$ cat src/rtl/mem_port_arbiter_pkg.sv
// ------------------------------------------------------------------
// mem_port_arbiter_pkg : shared encodings for the memory port arbiter
// Rev 1.0
// ------------------------------------------------------------------
`default_nettype none

package mem_port_arbiter_pkg;

  localparam logic [1:0] W_NONE = 2'd0;
  localparam logic [1:0] W_BYTE = 2'd1;
  localparam logic [1:0] W_HALF = 2'd2;
  localparam logic [1:0] W_WORD = 2'd3;

  typedef enum logic [1:0] {
    IDLE   = 2'd0,
    ACCESS = 2'd1,
    RESP   = 2'd2
  } state_t;

  typedef enum logic {
    OWN_IF = 1'b0,
    OWN_LS = 1'b1
  } own_t;

endpackage

`default_nettype wire

$ cat src/rtl/mem_port_arbiter_if.sv
// ------------------------------------------------------------------
// mem_port_arbiter_if : fetch, LSU and memory-side signals of the arbiter
// Rev 1.0
// ------------------------------------------------------------------
`default_nettype none

interface mem_port_arbiter_if;
  logic        if_req;
  logic [31:0] if_addr;
  logic        if_gnt;
  logic        if_rvalid;
  logic [31:0] if_rdata;
  logic        if_err;

  logic        ls_req;
  logic [31:0] ls_addr;
  logic        ls_we;
  logic [1:0]  ls_width;
  logic [31:0] ls_wdata;
  logic        ls_gnt;
  logic        ls_rvalid;
  logic [31:0] ls_rdata;
  logic        ls_err;

  logic        mem_req;
  logic [31:0] mem_addr;
  logic        mem_we;
  logic [3:0]  mem_be;
  logic [31:0] mem_wdata;
  logic        mem_ack;
  logic [31:0] mem_rdata;

  modport slave (
    input  if_req, if_addr, ls_req, ls_addr, ls_we, ls_width, ls_wdata,
           mem_ack, mem_rdata,
    output if_gnt, if_rvalid, if_rdata, if_err,
           ls_gnt, ls_rvalid, ls_rdata, ls_err,
           mem_req, mem_addr, mem_we, mem_be, mem_wdata
  );

  modport master (
    output if_req, if_addr, ls_req, ls_addr, ls_we, ls_width, ls_wdata,
           mem_ack, mem_rdata,
    input  if_gnt, if_rvalid, if_rdata, if_err,
           ls_gnt, ls_rvalid, ls_rdata, ls_err,
           mem_req, mem_addr, mem_we, mem_be, mem_wdata
  );
endinterface

`default_nettype wire

$ cat src/rtl/mem_port_arbiter_lane_align.sv
// ------------------------------------------------------------------
// mem_lane_align : byte enables, store-lane replication, load right-align
// Rev 1.0
// ------------------------------------------------------------------
`default_nettype none

module mem_lane_align
  import mem_port_arbiter_pkg::*;
(
  input  logic [1:0]  i_width,
  input  logic [1:0]  i_off,
  input  logic [31:0] i_wdata,
  input  logic [31:0] i_rdata,
  output logic [3:0]  o_be,
  output logic [31:0] o_wdata,
  output logic [31:0] o_rdata,
  output logic        o_misalign
);

  // o_misalign also covers the illegal zero width
  always_comb begin
    o_be       = 4'b0000;
    o_wdata    = i_wdata;
    o_misalign = 1'b0;
    case (i_width)
      W_NONE: o_misalign = 1'b1;
      W_BYTE: begin
        o_be    = 4'b0001 << i_off;
        o_wdata = {4{i_wdata[7:0]}};
      end
      W_HALF: begin
        o_be       = 4'b0011 << i_off;
        o_wdata    = {2{i_wdata[15:0]}};
        o_misalign = i_off[0];
      end
      W_WORD: begin
        o_be       = 4'b1111;
        o_misalign = |i_off;
      end
    endcase
  end

  assign o_rdata = i_rdata >> {i_off, 3'b000};

endmodule

`default_nettype wire

$ cat src/rtl/mem_port_arbiter.sv
// ------------------------------------------------------------------
// mem_port_arbiter : shares one variable-latency memory between IF and LSU
// Optional: define MEM_ARB_RR_EN for round-robin instead of LSU priority
// Rev 1.0
// ------------------------------------------------------------------
`default_nettype none

module mem_port_arbiter
  import mem_port_arbiter_pkg::*;
#(
  parameter int TIMEOUT = 255,
  parameter int TO_W    = 8
) (
  input  logic              clk,
  input  logic              rst,
  mem_port_arbiter_if.slave bus
);

  localparam logic [TO_W-1:0] c_timeout_lim = TO_W'(TIMEOUT);

  state_t          r_state;
  state_t          w_state_nxt;
  own_t            r_owner;
  logic [TO_W-1:0] r_cnt;
  logic [31:0]     r_addr;
  logic            r_we;
  logic [3:0]      r_be;
  logic [31:0]     r_wdata;
  logic [31:0]     r_rdata;
  logic            r_err;

  logic            w_idle;
  logic            w_pick_ls;
  logic            w_gnt_ls;
  logic            w_gnt_if;
  logic            w_ack;
  logic            w_expire;
  logic [TO_W-1:0] w_cnt_inc;
  logic            w_if_rvalid;
  logic            w_ls_rvalid;
  logic [1:0]      w_off;
  logic [3:0]      w_be;
  logic [31:0]     w_wdata_rep;
  logic [31:0]     w_rdata_sh;
  logic            w_misalign;
  logic            w_unused;

  assign w_unused = ^bus.if_addr[1:0];

`ifdef MEM_ARB_RR_EN
  logic r_prio_ls;

  // On contention the requester that did not win last time goes first
  assign w_pick_ls = bus.ls_req & (~bus.if_req | r_prio_ls);

  always_ff @(posedge clk or posedge rst) begin
    if (rst) begin
      r_prio_ls <= 1'b1;
    end else if (w_gnt_ls | w_gnt_if) begin
      r_prio_ls <= w_gnt_if;
    end
  end
`else
  assign w_pick_ls = bus.ls_req;
`endif

  assign w_idle   = (r_state == IDLE) & ~rst;
  assign w_gnt_ls = w_idle & w_pick_ls;
  assign w_gnt_if = w_idle & bus.if_req & ~w_pick_ls;

  assign w_ack     = bus.mem_ack & (r_state == ACCESS);
  assign w_cnt_inc = r_cnt + TO_W'(1);
  assign w_expire  = (w_cnt_inc == c_timeout_lim);

  // Live LSU offset while sampling, captured offset while aligning read data
  assign w_off = (r_state == IDLE) ? bus.ls_addr[1:0] : r_addr[1:0];

  mem_lane_align u_lane_align (
    .i_width    (bus.ls_width),
    .i_off      (w_off),
    .i_wdata    (bus.ls_wdata),
    .i_rdata    (bus.mem_rdata),
    .o_be       (w_be),
    .o_wdata    (w_wdata_rep),
    .o_rdata    (w_rdata_sh),
    .o_misalign (w_misalign)
  );

  always_ff @(posedge clk or posedge rst) begin
    if (rst) begin
      r_state <= IDLE;
    end else begin
      r_state <= w_state_nxt;
    end
  end

  always_comb begin
    w_state_nxt = r_state;
    w_if_rvalid = 1'b0;
    w_ls_rvalid = 1'b0;
    unique case (r_state)
      IDLE: begin
        if (w_gnt_ls) begin
          w_state_nxt = w_misalign ? RESP : ACCESS;
        end else if (w_gnt_if) begin
          w_state_nxt = ACCESS;
        end
      end
      ACCESS: begin
        if (w_ack || w_expire) begin
          w_state_nxt = RESP;
        end
      end
      RESP: begin
        w_state_nxt = IDLE;
        w_if_rvalid = (r_owner == OWN_IF);
        w_ls_rvalid = (r_owner == OWN_LS);
      end
      default: w_state_nxt = IDLE;
    endcase
  end

  always_ff @(posedge clk or posedge rst) begin
    if (rst) begin
      r_owner <= OWN_IF;
      r_cnt   <= '0;
      r_addr  <= '0;
      r_we    <= 1'b0;
      r_be    <= '0;
      r_wdata <= '0;
      r_rdata <= '0;
      r_err   <= 1'b0;
    end else begin
      case (r_state)
        IDLE: begin
          if (w_gnt_ls) begin
            r_owner <= OWN_LS;
            r_cnt   <= '0;
            r_addr  <= bus.ls_addr;
            r_we    <= bus.ls_we;
            r_be    <= w_be;
            r_wdata <= w_wdata_rep;
            r_rdata <= '0;
            r_err   <= w_misalign;
          end else if (w_gnt_if) begin
            r_owner <= OWN_IF;
            r_cnt   <= '0;
            r_addr  <= {bus.if_addr[31:2], 2'b00};
            r_we    <= 1'b0;
            r_be    <= 4'b1111;
            r_wdata <= '0;
            r_rdata <= '0;
            r_err   <= 1'b0;
          end
        end
        ACCESS: begin
          r_cnt <= w_cnt_inc;
          // An ack on the final allowed cycle wins over the timeout
          if (w_ack) begin
            r_rdata <= r_we ? '0 : w_rdata_sh;
            r_err   <= 1'b0;
          end else if (w_expire) begin
            r_rdata <= '0;
            r_err   <= 1'b1;
          end
        end
        default: ;
      endcase
    end
  end

  assign bus.if_gnt    = w_gnt_if;
  assign bus.ls_gnt    = w_gnt_ls;
  assign bus.if_rvalid = w_if_rvalid;
  assign bus.ls_rvalid = w_ls_rvalid;
  assign bus.if_rdata  = w_if_rvalid ? r_rdata : '0;
  assign bus.ls_rdata  = w_ls_rvalid ? r_rdata : '0;
  assign bus.if_err    = w_if_rvalid & r_err;
  assign bus.ls_err    = w_ls_rvalid & r_err;

  assign bus.mem_req   = (r_state == ACCESS);
  assign bus.mem_addr  = {r_addr[31:2], 2'b00};
  assign bus.mem_we    = r_we;
  assign bus.mem_be    = r_be;
  assign bus.mem_wdata = r_wdata;

endmodule

`default_nettype wire

$ cat src/flat_wrapper.sv
// flat-port wrapper written by rule: the top's interface ports become plain ports
module mem_port_arbiter_flat import mem_port_arbiter_pkg::*;
#(
  parameter int TIMEOUT = 255,
  parameter int TO_W    = 8
)
  (clk, rst, bus_if_req, bus_if_addr, bus_ls_req, bus_ls_addr, bus_ls_we, bus_ls_width, bus_ls_wdata, bus_mem_ack, bus_mem_rdata, bus_if_gnt, bus_if_rvalid, bus_if_rdata, bus_if_err, bus_ls_gnt, bus_ls_rvalid, bus_ls_rdata, bus_ls_err, bus_mem_req, bus_mem_addr, bus_mem_we, bus_mem_be, bus_mem_wdata);
  mem_port_arbiter_if bus_i ();
  input  logic clk;
  input  logic rst;
  input wire logic [$bits(bus_i.if_req)-1:0] bus_if_req;
  input wire logic [$bits(bus_i.if_addr)-1:0] bus_if_addr;
  input wire logic [$bits(bus_i.ls_req)-1:0] bus_ls_req;
  input wire logic [$bits(bus_i.ls_addr)-1:0] bus_ls_addr;
  input wire logic [$bits(bus_i.ls_we)-1:0] bus_ls_we;
  input wire logic [$bits(bus_i.ls_width)-1:0] bus_ls_width;
  input wire logic [$bits(bus_i.ls_wdata)-1:0] bus_ls_wdata;
  input wire logic [$bits(bus_i.mem_ack)-1:0] bus_mem_ack;
  input wire logic [$bits(bus_i.mem_rdata)-1:0] bus_mem_rdata;
  output wire logic [$bits(bus_i.if_gnt)-1:0] bus_if_gnt;
  output wire logic [$bits(bus_i.if_rvalid)-1:0] bus_if_rvalid;
  output wire logic [$bits(bus_i.if_rdata)-1:0] bus_if_rdata;
  output wire logic [$bits(bus_i.if_err)-1:0] bus_if_err;
  output wire logic [$bits(bus_i.ls_gnt)-1:0] bus_ls_gnt;
  output wire logic [$bits(bus_i.ls_rvalid)-1:0] bus_ls_rvalid;
  output wire logic [$bits(bus_i.ls_rdata)-1:0] bus_ls_rdata;
  output wire logic [$bits(bus_i.ls_err)-1:0] bus_ls_err;
  output wire logic [$bits(bus_i.mem_req)-1:0] bus_mem_req;
  output wire logic [$bits(bus_i.mem_addr)-1:0] bus_mem_addr;
  output wire logic [$bits(bus_i.mem_we)-1:0] bus_mem_we;
  output wire logic [$bits(bus_i.mem_be)-1:0] bus_mem_be;
  output wire logic [$bits(bus_i.mem_wdata)-1:0] bus_mem_wdata;
  assign bus_i.if_req = bus_if_req;
  assign bus_i.if_addr = bus_if_addr;
  assign bus_i.ls_req = bus_ls_req;
  assign bus_i.ls_addr = bus_ls_addr;
  assign bus_i.ls_we = bus_ls_we;
  assign bus_i.ls_width = bus_ls_width;
  assign bus_i.ls_wdata = bus_ls_wdata;
  assign bus_i.mem_ack = bus_mem_ack;
  assign bus_i.mem_rdata = bus_mem_rdata;
  assign bus_if_gnt = bus_i.if_gnt;
  assign bus_if_rvalid = bus_i.if_rvalid;
  assign bus_if_rdata = bus_i.if_rdata;
  assign bus_if_err = bus_i.if_err;
  assign bus_ls_gnt = bus_i.ls_gnt;
  assign bus_ls_rvalid = bus_i.ls_rvalid;
  assign bus_ls_rdata = bus_i.ls_rdata;
  assign bus_ls_err = bus_i.ls_err;
  assign bus_mem_req = bus_i.mem_req;
  assign bus_mem_addr = bus_i.mem_addr;
  assign bus_mem_we = bus_i.mem_we;
  assign bus_mem_be = bus_i.mem_be;
  assign bus_mem_wdata = bus_i.mem_wdata;
  mem_port_arbiter #(.TIMEOUT(TIMEOUT), .TO_W(TO_W)) u_core (.clk(clk), .rst(rst), .bus(bus_i));
endmodule
$ cat config.mk
export PLATFORM = sky130hd
export DESIGN_NAME = mem_port_arbiter_flat
export DESIGN_NICKNAME = d
export VERILOG_FILES = /design/src/rtl/mem_port_arbiter_pkg.sv /design/src/rtl/mem_port_arbiter_if.sv /design/src/rtl/mem_port_arbiter_lane_align.sv /design/src/rtl/mem_port_arbiter.sv /design/src/flat_wrapper.sv
export SDC_FILE = /design/constraint.sdc
export NUM_CORES = 1
export LEC_CHECK = 0
export ABC_AREA = 1
export CAP_MARGIN = 5
export CORE_AREA = 8 8 111 154
export DETAILED_ROUTE_END_ITERATION = 12
export DIE_AREA = 0 0 119 162
export GPL_TIMING_DRIVEN = 0
export PLACE_DENSITY = 0.81
export RECOVER_POWER = 25
export SLEW_MARGIN = 20
export SYNTH_ARGS = -nofsm -noshare
export SYNTH_HDL_FRONTEND = slang
export SYNTH_SLANG_ARGS = --single-unit
$ cat constraint.sdc
create_clock -name clk -period 7.07 [get_ports clk]
set_clock_uncertainty 0.2 [all_clocks]
set_input_delay 1.414 -clock clk [delete_from_list [all_inputs] [get_ports clk]]
set_output_delay 1.414 -clock clk [all_outputs]
set_load 0.02 [all_outputs]
==> flow_metrics.env <==
export IMPL_synth_seq_area_share_pct=45.41
export IMPL_n_antenna_cell=0
export IMPL_criticalPathCategory="primary input to output pin"
export IMPL_ctsResizeCount=0
export IMPL_cts_tree="built"
export IMPL_path_delay_family="buffers and inverters"
export IMPL_gp_congestion=0.9171
export IMPL_synth_commonest_cells="nand2_1, nor2_1, dfrtp_1, inv_1, o21ai_0"
export IMPL_rows=53
export IMPL_wl_per_cell_um=17.02
export IMPL_yosys_warnings=0
export IMPL_crit_arrival_ns=4.50
export IMPL_p_int_mw=2.430
export IMPL_path_buf_inv=6
export IMPL_synth_area_um2=6227
export IMPL_ctsHoldBuffers=0
export IMPL_worst_skew_pair_late_latency_ns=0.40
export IMPL_numCtsBuffers=17
export IMPL_final_hold_violation_count=0
export IMPL_synth_area_leaders="dfrtp_1, nand2_1, nor2_1, inv_1, o21ai_0"
export IMPL_status="complete, no violations"
export IMPL_fin_ws_ns=0.9559
export IMPL_clockPowerShare_pct=23.4
export IMPL_die_area_um2=19280
export IMPL_grt_pass1_wl_um=35530
export IMPL_synth_ff_type="dfrtp_1"
export IMPL_rsz0062_at_grt="false"
export IMPL_setup_viol=0
export IMPL_dp_slack_ns=0.9913
export IMPL_worstSetupEndpointType="output pin"
export IMPL_switching_share_pct=39.81
export IMPL_dp_cells=1299
export IMPL_stdcell_area_um2=9869
export IMPL_drv_slew=0
export IMPL_grt_max_degree=68
export IMPL_cp_slowest_stage_delay_ns=0.71
export IMPL_area_delta_synth_final_pct=58.49
export IMPL_antenna_found_initial=0
export IMPL_max_slew_margin_pct=60.80
export IMPL_vias_per_cell=4.885
export IMPL_die_width_um=119
export IMPL_post_route_min_period_ns=6.114
export IMPL_ios=276
export IMPL_ant_nets=0
export IMPL_grt_ovfl_total=0
export IMPL_drt_iter0_markers=439
export IMPL_period_share_pct=86.48
export IMPL_power_mw=4.037
export IMPL_layout_drive_gt1_share_pct=8.875
export IMPL_max_cap_violations=0
export IMPL_track_usage_pct=23.48
export IMPL_syn_area_per_cell_um2=7.467
export IMPL_syn_inst=834
export IMPL_synth_top_area_cell="dfrtp_1"
export IMPL_cts_path_max_buffers=2
export IMPL_grt_pass1_vias=6606
export IMPL_fin_util_pct=66.74
export IMPL_routed_wl_um=22640
export IMPL_initial_utilization_pct=42.11
export IMPL_p_sw_mw=1.607
export IMPL_seq_power_share_pct=27.1
export IMPL_die_h_um=162
export IMPL_async_reset_ff_share_pct=100.0
export IMPL_synth_edf_count=0
export IMPL_cts_htree_levels=4
export IMPL_max_freq_mhz=163.6
export IMPL_worstSetupStartpointType="primary input"
export IMPL_synth_most_common_cell="nand2_1"
export IMPL_holdWs_ns=0.2688
export IMPL_yosys_cell_types_count=30
export IMPL_hp_class="flop to flop"
export IMPL_critPathMaxFanout=67
export IMPL_power_density_nw_per_um2=409.1
export IMPL_clock_root_buffer="clkbuf_16"
export IMPL_max_vdd_ir_drop_mv=0.2077
export IMPL_drc=0
export IMPL_comb_power_share_pct=49.5
export IMPL_dp_hpwl_um=17820
export IMPL_core_area_um2=14790
export IMPL_place_area_um2=9216
export IMPL_tightest_slew_ns=0.5880
export IMPL_port_buffers=271
export IMPL_clkSinkCount=113
export IMPL_crit_chain="dlygate4sd3_1 > inv_6 > buf_16 > nand3_2 > clkinv_1 > clkbuf_1 > clkdlybuf4s50_1"
export IMPL_vias=6497
export IMPL_ys_ff_latch=113
export IMPL_postCtsSetupBuffers=0
export IMPL_drtPass1Iterations=5
export IMPL_crit_required_ns=5.46
export IMPL_clkSlewWorstSetupHoldPaths_ns=0.05
export IMPL_cpMaxStageDelayCell="clkdlybuf4s50_1"
export IMPL_leakage_nw=4.384
export IMPL_fin_nets=1268
export IMPL_setup_tns_ns=0
export IMPL_final_cells=1330
export IMPL_synth_top_area_share_pct=45.41
[state kept, by name (all words and copies together), names as in the netlist]
| register | cells |
|---|---|
| u_core.bus.mem_we | 1 |
| u_core.r_addr | 32 |
| u_core.bus.mem_be | 4 |
| u_core.r_cnt | 8 |
| u_core.r_rdata | 32 |
| u_core.r_err | 1 |
| u_core.r_state | 2 |
| u_core.r_owner | 1 |
| u_core.bus.mem_wdata | 32 |
[final timing paths]
check | slack (ns) | cells after the start | to | start
setup / recovery | 0.96 | 7 | bus_ls_gnt | rst
hold / removal | 0.27 | 2 | u_core.r_rdata[18]$_DFFE_PP0P_ | u_core.r_rdata[18]$_DFFE_PP0P_
setup reg to reg | 4.70 | 9 | u_core.r_rdata[10]$_DFFE_PP0P_ | u_core.r_state[1]$_DFFE_PP0P_
hold reg to reg | 0.27 | 2 | u_core.r_rdata[18]$_DFFE_PP0P_ | u_core.r_rdata[18]$_DFFE_PP0P_
max in group asynchronous | 4.61 | 3 | u_core.r_rdata[1]$_DFFE_PP0P_ | rst
min in group asynchronous | 1.34 | 2 | u_core.r_addr[5]$_DFFE_PP0P_ | rst
[cells by family (layout without fill, tap and decap cells)]
group | after synthesis | in the layout | synth area share (%)
compound gates | 159 | 159 | 15.69
simple gates | 389 | 389 | 24.93
other cells | 1 | 2 | 0.06022
flops | 113 | 113 | 45.41
fa+ha+maj | 6 | 6 | 1.206
buf+inv | 166 | 469 | 12.70
[power by group through the flow]
stage                     combinational [mW]  sequential (mW)  clock [mW]
after CTS                               2.02             1.09       0.957
final                                   2.00             1.09       0.946
after global routing                    2.18             1.13       0.993
after global placement                  1.99             1.09           0
after floorplan                         1.08             1.19           0
after detailed placement                2.01             1.10           0
[worst reg2reg max path, stage by stage, from the launching register on]
cell and delay [ns]:
dfrtp_1 0.47, nor2_4 0.19, nand3_2 0.27, nand2_2 0.29, nor2_2 0.09, nor2_4 0.22, nand2_2 0.18, buf_4 0.23
nand2_1 0.07, nand2_1 0.05
[layout by cell type (no fill, tap or decap), drive strengths merged]
cell,count
buf,54
inv,88
nor3,3
nand3,18
clkbuf,46
a22o,9
o22ai,6
a21oi,21
a32o,8
o211ai,25
dlygate4sd3,1
clkdlybuf4s50,270
conb,2
ha,6
nand2,243
nor2,121
clkinv,3
nand4,2
or2,1
and3,1
a31oi,30
bufinv,5
clkinvlp,2
dfrtp,113
o21ai,60
[per-layer routing]
layer	up-vias	global-route usage (%)	share of wire, %
li1	3228	-	-
met1	2976	24.76	37
met2	254	42.43	52
met3	39	6.808	7.4
met4	0	10.10	3.1
met5	-	0	0
[cell type report]
type / count / area, um2
repair buffers: 272 / 2740
plain buffers: 77 / 456.7
flip-flops and latches: 113 / 2828
inverters: 89 / 339.1
multi-input cells: 556 / 2613
fillers: 1324 / 4918
well taps: 192 / 240.2
clock buffers: 22 / 474.2
clock inverters: 9 / 178.9
No activity file was read; power rests on OpenSTA's default activity.
